--- config.mk ---
export PLATFORM = sky130hd
export DESIGN_NAME = uart_tx_frame_flat
export DESIGN_NICKNAME = d
export VERILOG_FILES = /design/src/rtl/uart_pkg.sv /design/src/rtl/uart_tx_frame_if.sv /design/src/rtl/uart_parity_gen.sv /design/src/rtl/uart_tx_frame.sv /design/src/flat_wrapper.sv
export SDC_FILE = /design/constraint.sdc
export NUM_CORES = 1
export LEC_CHECK = 0
export CAP_MARGIN = 20
export CORE_MARGIN = 3
export CORE_UTILIZATION = 40
export CTS_CLUSTER_SIZE = 24
export DETAILED_ROUTE_END_ITERATION = 12
export PLACE_DENSITY = 0.58
export REMOVE_ABC_BUFFERS = 1
export SETUP_SLACK_MARGIN = 0.1
export SLEW_MARGIN = 30
export SYNTH_ARGS = -nofsm -noshare
export SYNTH_HDL_FRONTEND = slang
export SYNTH_HIERARCHICAL = 1
export SYNTH_SLANG_ARGS = --single-unit
export TNS_END_PERCENT = 50
--- constraint.sdc ---
create_clock -name clk -period 2.79 [get_ports clk]
set_input_delay 0.279 -clock clk [delete_from_list [all_inputs] [get_ports clk]]
set_output_delay 0.279 -clock clk [all_outputs]
set_load 0.02 [all_outputs]
--- src/rtl/uart_pkg.sv ---
// ---------------------------------------------------------------------------
// uart_pkg
// Definitions shared by the UART transmit framer and the receive-side
// checker: the framer state encoding, parity-type codes and line levels for
// the start and stop bits.
// ---------------------------------------------------------------------------
package uart_pkg;

  typedef enum logic [2:0] {
    IDLE,
    START,
    DATA,
    PARITY,
    STOP
  } tx_state_t;

  localparam logic EVEN_PARITY = 1'b0;
  localparam logic ODD_PARITY  = 1'b1;

  localparam logic START_BIT = 1'b0;
  localparam logic STOP_BIT  = 1'b1;

endpackage : uart_pkg

--- src/rtl/uart_tx_frame_if.sv ---
// ---------------------------------------------------------------------------
// uart_tx_frame_if
// Groups the byte handshake from the TX data source and the serial-side
// outputs of the framer.
//   P_Data       byte to transmit
//   Data_Valid   request to send P_Data
//   Par_en       1 = append a parity bit
//   Parity_Type  0 = even, 1 = odd
//   TX_OUT       serial line (idle high)
//   Busy         high while a frame is in flight
// master: the data source (drives the request, observes line and Busy)
// slave : the framer
// ---------------------------------------------------------------------------
interface uart_tx_frame_if;

  logic [7:0] P_Data;
  logic       Data_Valid;
  logic       Par_en;
  logic       Parity_Type;
  logic       TX_OUT;
  logic       Busy;

  modport master (
    output P_Data, Data_Valid, Par_en, Parity_Type,
    input  TX_OUT, Busy
  );

  modport slave (
    input  P_Data, Data_Valid, Par_en, Parity_Type,
    output TX_OUT, Busy
  );

endinterface : uart_tx_frame_if

--- src/rtl/uart_parity_gen.sv ---
// ---------------------------------------------------------------------------
// uart_parity_gen
// Combinational parity for one byte. The same block sits in the receive
// checker, so both ends agree on what "even" and "odd" mean.
//   data         byte to protect
//   parity_type  EVEN_PARITY / ODD_PARITY
//   parity       bit that makes the total count of ones even (or odd)
// ---------------------------------------------------------------------------
module uart_parity_gen
  import uart_pkg::*;
(
  input  logic [7:0] data,
  input  logic       parity_type,
  output logic       parity
);

  // Even: XOR of the data. Odd: its complement.
  assign parity = (parity_type == ODD_PARITY) ? ~^data : ^data;

endmodule : uart_parity_gen

--- src/rtl/uart_tx_frame.sv ---
// ---------------------------------------------------------------------------
// uart_tx_frame
// UART transmit framer. Accepts one byte per handshake while idle and sends
// start bit, 8 data bits LSB first, optional parity bit and stop bit, each
// held for CLKS_PER_BIT clocks. Requests arriving while a frame is in flight
// are dropped.
//   clk    system clock, rising edge
//   rst_n  synchronous active-low reset
//   bus    framer side of uart_tx_frame_if (byte handshake in, line out)
// ---------------------------------------------------------------------------
module uart_tx_frame
  import uart_pkg::*;
#(
  parameter  int CLKS_PER_BIT = 16,
  localparam int CNT_W        = $clog2(CLKS_PER_BIT)
) (
  input  logic               clk,
  input  logic               rst_n,
  uart_tx_frame_if.slave     bus
);

  localparam logic [CNT_W-1:0] CNT_MAX = CNT_W'(CLKS_PER_BIT - 1);

  tx_state_t        state, state_next;
  logic [CNT_W-1:0] cnt, cnt_next;
  logic [2:0]       idx, idx_next;
  logic [7:0]       data_q;
  logic             par_en_q;
  logic             parity_q;
  logic             tx_q, tx_next;
  logic             busy_q, busy_next;
  logic             accept;
  logic             bit_done;
  logic             parity_calc;

  uart_parity_gen u_parity_gen (
    .data        (bus.P_Data),
    .parity_type (bus.Parity_Type),
    .parity      (parity_calc)
  );

  assign bit_done = (cnt == CNT_MAX);

  // Next-state, counter/index and the next line level. TX_OUT and Busy are
  // registered from the next state so they change on the same edge as the
  // state, giving the 1-cycle accept latency with glitch-free outputs.
  always_comb begin
    // NOTE: every output of this block gets a default first, so no path
    // leaves a signal unassigned and no latch is inferred.
    state_next = state;
    cnt_next   = cnt;
    idx_next   = idx;
    accept     = 1'b0;

    unique case (state)
      IDLE: begin
        if (bus.Data_Valid) begin
          accept     = 1'b1;
          state_next = START;
          cnt_next   = '0;
          idx_next   = '0;
        end
      end
      START: begin
        if (bit_done) begin
          state_next = DATA;
          cnt_next   = '0;
          idx_next   = '0;
        end else begin
          cnt_next = cnt + CNT_W'(1);
        end
      end
      DATA: begin
        if (bit_done) begin
          cnt_next = '0;
          if (idx == 3'd7) begin
            state_next = par_en_q ? PARITY : STOP;
          end else begin
            idx_next = idx + 3'd1;
          end
        end else begin
          cnt_next = cnt + CNT_W'(1);
        end
      end
      PARITY: begin
        if (bit_done) begin
          state_next = STOP;
          cnt_next   = '0;
        end else begin
          cnt_next = cnt + CNT_W'(1);
        end
      end
      STOP: begin
        if (bit_done) begin
          state_next = IDLE;
          cnt_next   = '0;
        end else begin
          cnt_next = cnt + CNT_W'(1);
        end
      end
      default: begin
        state_next = IDLE;
        cnt_next   = '0;
        idx_next   = '0;
      end
    endcase

    unique case (state_next)
      START:   tx_next = START_BIT;
      DATA:    tx_next = data_q[idx_next];
      PARITY:  tx_next = parity_q;
      default: tx_next = STOP_BIT;   // IDLE and STOP both drive the line high
    endcase

    busy_next = (state_next != IDLE);
  end

  // NOTE: all state here uses non-blocking assignments so every register
  // samples the pre-edge values, independent of statement order.
  always_ff @(posedge clk) begin
    if (!rst_n) begin
      state    <= IDLE;
      cnt      <= '0;
      idx      <= '0;
      data_q   <= '0;
      par_en_q <= 1'b0;
      parity_q <= 1'b0;
      tx_q     <= STOP_BIT;
      busy_q   <= 1'b0;
    end else begin
      state  <= state_next;
      cnt    <= cnt_next;
      idx    <= idx_next;
      tx_q   <= tx_next;
      busy_q <= busy_next;
      // The request fields are captured only on accept; later changes on
      // the inputs do not disturb the frame in flight.
      if (accept) begin
        data_q   <= bus.P_Data;
        par_en_q <= bus.Par_en;
        parity_q <= parity_calc;
      end
    end
  end

  assign bus.TX_OUT = tx_q;
  assign bus.Busy   = busy_q;

endmodule : uart_tx_frame
--- src/flat_wrapper.sv ---
// flat-port wrapper written by rule: the top's interface ports become plain ports
module uart_tx_frame_flat import uart_pkg::*;
#(
  parameter  int CLKS_PER_BIT = 16,
  localparam int CNT_W        = $clog2(CLKS_PER_BIT)
)
  (clk, rst_n, bus_P_Data, bus_Data_Valid, bus_Par_en, bus_Parity_Type, bus_TX_OUT, bus_Busy);
  uart_tx_frame_if bus_i ();
  input  logic clk;
  input  logic rst_n;
  input wire logic [$bits(bus_i.P_Data)-1:0] bus_P_Data;
  input wire logic [$bits(bus_i.Data_Valid)-1:0] bus_Data_Valid;
  input wire logic [$bits(bus_i.Par_en)-1:0] bus_Par_en;
  input wire logic [$bits(bus_i.Parity_Type)-1:0] bus_Parity_Type;
  output wire logic [$bits(bus_i.TX_OUT)-1:0] bus_TX_OUT;
  output wire logic [$bits(bus_i.Busy)-1:0] bus_Busy;
  assign bus_i.P_Data = bus_P_Data;
  assign bus_i.Data_Valid = bus_Data_Valid;
  assign bus_i.Par_en = bus_Par_en;
  assign bus_i.Parity_Type = bus_Parity_Type;
  assign bus_TX_OUT = bus_i.TX_OUT;
  assign bus_Busy = bus_i.Busy;
  uart_tx_frame #(.CLKS_PER_BIT(CLKS_PER_BIT)) u_core (.clk(clk), .rst_n(rst_n), .bus(bus_i));
endmodule
==> run metrics, run 1 <==
outcome finished, final reports clean; critical path start-end classification reg2reg; final critical-path required period about 2400 ps; total count of hold-check failures in the final report 0; share of the synthesized area in the top cell type between 30 and 40%; Clock Root Buffer sky130_fd_sc_hd__clkbuf_4; maximum clock insertion buffer count 2; worst slew pin tran about 580 ps; portion of the clock cycle consumed by the worst path in the final layout 85.3%; CTS Buf Count 3; count of port buffers added during placement 14; number of antenna violations at the first check in global routing 0; number of nets in the layout ~170; max incr delay on CP 390 ps; final HPWL from detailed placement 1.97 mm; worst hold path depth 2; area of all placed cells without fillers 1470 sq um; detail-routed net length per standard cell 13.5 microns; ratio of cells with drive above 1 in the final layout 9.55%; starting DRC count in detailed routing 66; Post-Route Setup TNS 0 ps; number of hold-repair buffers added at the cts stage 0; highest-count cells in the layout ignoring fill and taps sky130_fd_sc_hd__nand2_1, sky130_fd_sc_hd__dfxtp_1, sky130_fd_sc_hd__clkdlybuf4s50_1; post-synthesis cell type count 43; maxcap violations 0; remaining max-slew budget at the tightest pin 61.2%; maximum fanout encountered on the critical timing path 6; commonest non-fill, non-tap cell in the layout sky130_fd_sc_hd__nand2_1; maximum number of pins on one net before global-route repair 21; global placement routability congestion 0.823; share of synthesized area occupied by flip-flops and latches 34.6%; DIE HEIGHT about 62 microns; I/O pin total 15; setup slack of the worst register-to-register path 410 ps; overall die area 3900 sq um; Register-to-Register Path Depth 8; static power due to leakage between 0.5 and 0.6 nW; RSZ-0062 raised after global routing no; worst reg2reg path endpoint u_core/bus.TX_OUT; type of destination of the critical path register; x dimension of the die 62.4 microns; clock sink total 22; synthesis-stage register bit count 22; Placed Instance Area 1440 sq um; Cell Area, Synth 1270 sq um; CTS tree done; fmax roughly 420 MHz; synthesized area per cell 8.85 sq um; worst hold path type reg2reg; Worst-path clk slew 130 ps; number of enable-type register cells in the synthesized netlist 0; starting utilization of the core area 43.9%; Final Routed Wirelength around 2.7 mm; Peak supply drop 274 uV; remaining antenna violation count 0; residual DRC count 0; DR vias/cell 5.26; hold_sp u_core/parity_q; endpoint with the worst hold slack u_core/parity_q; Arrival @ worst endpoint 2590 ps; worst path required time 3000 ps; core box area 2900 sq um; Row Count 19; synthesis warning total 6; total routing usage reported by global routing 15.0%; critical-path cell list ha_1, and3_1, a31oi_2, a31oi_4, mux2_1, or3_1, nand4_1, a31oi_1; Clock H-tree levels 1; worst flop-to-flop path startpoint u_core/cnt[0]; iteration count of the initial detailed-routing pass 4; standard cell with the maximum stage delay on the critical path sky130_fd_sc_hd__dfxtp_1; element type at the critical path start register; number of vias after detailed routing 1046; final setup violation count 0; most area-consuming cells after synthesis sky130_fd_sc_hd__dfxtp_1, sky130_fd_sc_hd__nand2_1, sky130_fd_sc_hd__a21boi_0; Area Overhead vs Synth 15.7%; worst setup path startpoint u_core/cnt[0]; Setup Buffers After CTS 0; max-slew violation count 0; first-pass GRT wire length between 4 and 5 mm; worst hold slack 478 ps; Syn Inst Count 144; Power Density ~420 nW/um^2; Ant. Diodes 0; area leader, netlist sky130_fd_sc_hd__dfxtp_1; number of resized instances in the post-cts repair step 0; number of global-route vias before repair 1009; insertion delay to the later sink of the worst-skew pair 310 ps; Layout Skew 7.21 ps; async set-reset flop share out of synthesis 0%; overflow left after global routing 0; main flop type after synthesis sky130_fd_sc_hd__dfxtp_1
==> report_power, final <==
part | internal (mW) | switching [mW]
Combinational | 0.0553 | 0.0472
Clock | 0.0796 | 0.0983
Sequential | 0.328 | 0.0101
Total | 0.463 | 0.156
==> metrics by stage <==
stage	setup slack, ps	std cells	util, %	power, mW
floorplan	635	138	-	0.404
global placement	508	195	49.6	0.447
detailed placement	443	195	49.6	0.448
CTS	419	199	50.8	0.626
global route	282	199	50.8	0.654
finish	411	199	50.8	0.619
==> worst max path at each step <==
stage / cells after the start / endpoint / slack [ps]
after floorplan: 8 / u_core/bus.TX_OUT / 630
after global placement: 8 / u_core/bus.TX_OUT / 510
after detailed placement: 8 / u_core/bus.TX_OUT / 440
after CTS: 8 / u_core/bus.TX_OUT / 420
final: 8 / u_core/bus.TX_OUT / 410
after global routing: 8 / u_core/bus.TX_OUT / 280
==> Yosys cell counts, types with 2 or more instances <==
cell,number
sky130_fd_sc_hd__a21oi_1,2
sky130_fd_sc_hd__xnor2_1,6
sky130_fd_sc_hd__inv_1,5
sky130_fd_sc_hd__ha_1,2
sky130_fd_sc_hd__or3_1,3
sky130_fd_sc_hd__o21ai_0,8
sky130_fd_sc_hd__buf_2,2
sky130_fd_sc_hd__nand3_1,6
sky130_fd_sc_hd__a32oi_1,2
sky130_fd_sc_hd__nand2_1,26
sky130_fd_sc_hd__and3_1,2
sky130_fd_sc_hd__dfxtp_1,22
sky130_fd_sc_hd__nand2b_1,2
sky130_fd_sc_hd__a31oi_1,4
sky130_fd_sc_hd__mux2_1,2
sky130_fd_sc_hd__nor2b_1,6
sky130_fd_sc_hd__o211ai_1,2
sky130_fd_sc_hd__a21boi_0,10
sky130_fd_sc_hd__xor2_1,2
sky130_fd_sc_hd__nand4_1,3
sky130_fd_sc_hd__mux2i_1,2
sky130_fd_sc_hd__and2_1,4
==> metal layers <==
metal / vias to the layer above / track usage [%] / share of wire [%]
li1: 537 / - / -
met1: 489 / 17.7 / 45
met2: 18 / 27.0 / 50
met3: 2 / 4.50 / 3.9
met4: 0 / 2.48 / 0.86
met5: - / 0 / 0
==> registers in the layout (all words and copies together), names as in the netlist <==
| signal | count |
|---|---|
| u_core/bus.Busy | 1 |
| u_core/bus.TX_OUT | 1 |
| u_core/cnt | 4 |
| u_core/data_q | 8 |
| u_core/idx | 3 |
| u_core/par_en_q | 1 |
| u_core/parity_q | 1 |
| u_core/state | 3 |
==> logic make-up (layout without fill, tap and decap cells) <==
logic type / after synthesis / in the layout / share of synthesized area [%]
and+or+nand+nor: 61 / 61 / 26.9
AOI/OAI and AO/OA: 34 / 34 / 20.3
DFF: 22 / 22 / 34.6
buffers and inverters: 11 / 24 / 4.32
xor gates and xnor gates: 10 / 10 / 8.55
muxes: 4 / 4 / 3.34
adders and majority gates: 2 / 2 / 1.96
==> critical path, delay by kind of cell, from the launching register on <==
kind            cells  cell delay [ps]
flops               1              390
fa+ha+maj           1              330
mux                 1              340
compound gates      3              480
simple gates        3              740
==> layout make-up <==
cell class,instances,area (sq um)
Fill cell,292,1430
Multi-Input combinational cell,111,778
Sequential cell,22,440
Timing Repair Buffer,15,148
Tap cell,42,52.6
Clock buffer,4,36.3
Inverter,5,18.8
No activity file was read; power rests on OpenSTA's default activity.
==> run 2, diff against run 1 <==
--- a/config.mk
+++ b/config.mk
@@ -6,11 +6,14 @@
 export NUM_CORES = 1
 export LEC_CHECK = 0
 export CAP_MARGIN = 20
+export CELL_PAD_IN_SITES_DETAIL_PLACEMENT = 1
+export CELL_PAD_IN_SITES_GLOBAL_PLACEMENT = 2
 export CORE_MARGIN = 3
-export CORE_UTILIZATION = 40
+export CORE_UTILIZATION = 33
+export CTS_BUF_LIST = sky130_fd_sc_hd__clkbuf_8 sky130_fd_sc_hd__clkbuf_16
 export CTS_CLUSTER_SIZE = 24
 export DETAILED_ROUTE_END_ITERATION = 12
-export PLACE_DENSITY = 0.58
+export PLACE_DENSITY = 0.75
 export REMOVE_ABC_BUFFERS = 1
 export SETUP_SLACK_MARGIN = 0.1
 export SLEW_MARGIN = 30
@@ -18,4 +21,4 @@
 export SYNTH_HDL_FRONTEND = slang
 export SYNTH_HIERARCHICAL = 1
 export SYNTH_SLANG_ARGS = --single-unit
-export TNS_END_PERCENT = 50
+export TNS_END_PERCENT = 100
==> run metrics, run 2 (synthesized netlist as in run 1, its figures left out) <==
commonest non-fill, non-tap cell in the layout sky130_fd_sc_hd__nand2_1; worst setup path startpoint u_core/cnt[0]; final HPWL from detailed placement 2.43 mm (+23%); ratio of cells with drive above 1 in the final layout 10.1% (+0.57 points); largest register by flop count u_core/data_q; Ant. Diodes 0 (unchanged); number of resized instances in the post-cts repair step 0 (unchanged); remaining antenna violation count 0 (unchanged); Layout Skew 5.06 ps (-2.14 ps); standard cell with the maximum stage delay on the critical path sky130_fd_sc_hd__dfxtp_1; number of nets in the layout 175 (+1.2%); core box area 3520 sq um (+21%); outcome finished, final reports clean; overall power of the completed layout 0.640 mW (+3.4%); number of hold-repair buffers added at the cts stage 0 (unchanged); static power due to leakage 0.570 nW (+1.9%); maximum fanout encountered on the critical timing path 6 (unchanged); RSZ-0062 raised after global routing no; starting DRC count in detailed routing 21 (-68%); switching power as a share of total power 25.0% (-0.18 points); detail-routed net length per standard cell 15.4 microns (+15%); Post-Route Setup TNS 0 ps (unchanged); Clock H-tree levels 1 (unchanged); maxcap violations 0 (unchanged); Setup Buffers After CTS 0 (unchanged); part of the power in registers 52.9% (-1.8 points); starting utilization of the core area 36.2% (-7.7 points); element type at the critical path start register; worst hold path type reg2reg; Arrival @ worst endpoint 2540 ps (-50 ps); residual DRC count 0 (unchanged); Clk network pwr share 30.7% (+1.9 points); Final Routed Wirelength 3.15 mm (+17%); number of vias after detailed routing 1057 (+1.1%); worst slew pin tran 598 ps (+22.2 ps); Net Sw Power 0.160 mW (+2.7%); fmax 417 MHz (-0.78%); total count of hold-check failures in the final report 0 (unchanged); total routing usage reported by global routing 15.1% (+0.083 points); Regs by FF count u_core/data_q (8), u_core/cnt (4); worst hold path depth 2 (unchanged); highest-count cells in the layout ignoring fill and taps sky130_fd_sc_hd__nand2_1, sky130_fd_sc_hd__dfxtp_1, sky130_fd_sc_hd__clkdlybuf4s50_1; worst path required time 2940 ps (-60 ps); max incr delay on CP 380 ps (about the same); Comb pwr share 16.4% (-0.2 points); final critical-path required period 2400 ps (+18.6 ps); Area Overhead vs Synth 17.7%; iteration count of the initial detailed-routing pass 4 (unchanged); Worst-path clk slew 80 ps (-50 ps); critical path depth in cells 8 (unchanged); I/O pin total 15 (unchanged); remaining max-slew budget at the tightest pin 59.7% (-1.5 points); cell-internal power 0.480 mW (+3.7%); critical path start-end classification reg2reg; Clock Root Buffer sky130_fd_sc_hd__clkbuf_8; CTS tree done; maximum clock insertion buffer count 2 (unchanged); type of destination of the critical path register; portion of the clock cycle consumed by the worst path in the final layout 85.9% (+0.67 points); Power Density 427 nW/um^2 (+1.7%); first-pass GRT wire length 5.14 mm (+9.5%); DIE HEIGHT 68.1 microns (+9.1%); x dimension of the die 68.1 microns (+9.1%); insertion delay to the later sink of the worst-skew pair 260 ps (-50 ps); Peak supply drop 169 uV (-38%); number of antenna violations at the first check in global routing 0 (unchanged); worst flop-to-flop path startpoint u_core/cnt[0]; count of port buffers added during placement 14 (unchanged); overall die area 4640 sq um (+19%); Largest delay share family, worst path simple AND/OR/NAND/NOR gates; clock sink total 22 (unchanged); hold_sp u_core/data_q[3]; Register-to-Register Path Depth 8 (unchanged); DR vias/cell 5.18 (-1.4%); max-slew violation count 0 (unchanged); critical-path cell list ha_1, and3_1, a31oi_2, a31oi_4, mux2_1, or3_1, nand4_1, a31oi_1; final setup violation count 0 (unchanged); maximum number of pins on one net before global-route repair 21 (unchanged); global placement routability congestion 0.809 (-1.7%); Crit path buffers/inverters 0 (unchanged); number of global-route vias before repair 1081 (+7.1%); count of filler cells inserted in the layout 428 (+47%); CTS Buf Count 3 (unchanged); flip-flop count of the largest register after layout 8 (unchanged); overflow left after global routing 0 (unchanged); Row Count 21 (+2)
[run 2: cell types whose count changed in the layout (fill, tap and decap cells not counted), sizes merged]
cell | previous run | this run
buf | 1 | 3
clkbuf | 4 | 3
[run 2: worst register-to-register path, cell delays in order (launching register included)]
cell and delay (ps):
sky130_fd_sc_hd__dfxtp_1 380, sky130_fd_sc_hd__ha_1 330, sky130_fd_sc_hd__and3_1 350, sky130_fd_sc_hd__a31oi_2 150, sky130_fd_sc_hd__a31oi_4 260, sky130_fd_sc_hd__mux2_1 340
sky130_fd_sc_hd__or3_1 310, sky130_fd_sc_hd__nand4_1 100, sky130_fd_sc_hd__a31oi_1 80
[run 2: power groups by stage]
stage | logic, mW | clock network [mW] | registers [mW]
finish | 0.105 | 0.196 | 0.339
detailed placement | 0.107 | 0 | 0.346
global route | 0.117 | 0.219 | 0.341
global placement | 0.105 | 0 | 0.346
floorplan | 0.0593 | 0 | 0.345
CTS | 0.108 | 0.206 | 0.339
[run 2: metrics by stage]
| stage | cells | hold slack [ps] | util, % | instance area [sq um] | worst slack (ps) |
|---|---|---|---|---|---|
| 6_report | 204 | 467 | 42.6 | 1500 | 393 |
| 5_1_grt | 204 | 512 | 42.6 | 1500 | 242 |
| 4_1_cts | 204 | 471 | 42.6 | 1500 | 393 |
| 3_5_place_dp | 201 | 459 | 41.4 | 1460 | 395 |
| 3_3_place_gp | 201 | 456 | 41.4 | 1460 | 520 |
| 2_1_floorplan | 138 | 401 | - | 1240 | 635 |
[run 2: layout make-up]
cell class | count | area, sq um | area share (%)
Inverter | 5 | 18.8 | 1.25
Timing Repair Buffer | 17 | 163 | 10.9
Clock buffer | 3 | 41.3 | 2.75
Multi-Input combinational cell | 111 | 778 | 51.9
Sequential cell | 22 | 440 | 29.4
Tap cell | 46 | 57.6 | 3.84
[run 2: worst paths after layout]
check / slack [ps] / endpoint
setup / recovery: 390 / u_core/bus.TX_OUT
hold reg to reg: 470 / u_core/data_q[3]
hold / removal: 470 / u_core/data_q[3]
setup reg to reg: 390 / u_core/bus.TX_OUT
[run 2: metal layers]
layer  vias to the layer above  part of all wire [%]  GRT usage (%)
met4                         0                  0.67           4.47
li1                        535                     -              -
met1                       506                    45           18.2
met5                         -                     0              0
met3                         2                   2.4           1.97
met2                        14                    52           27.4
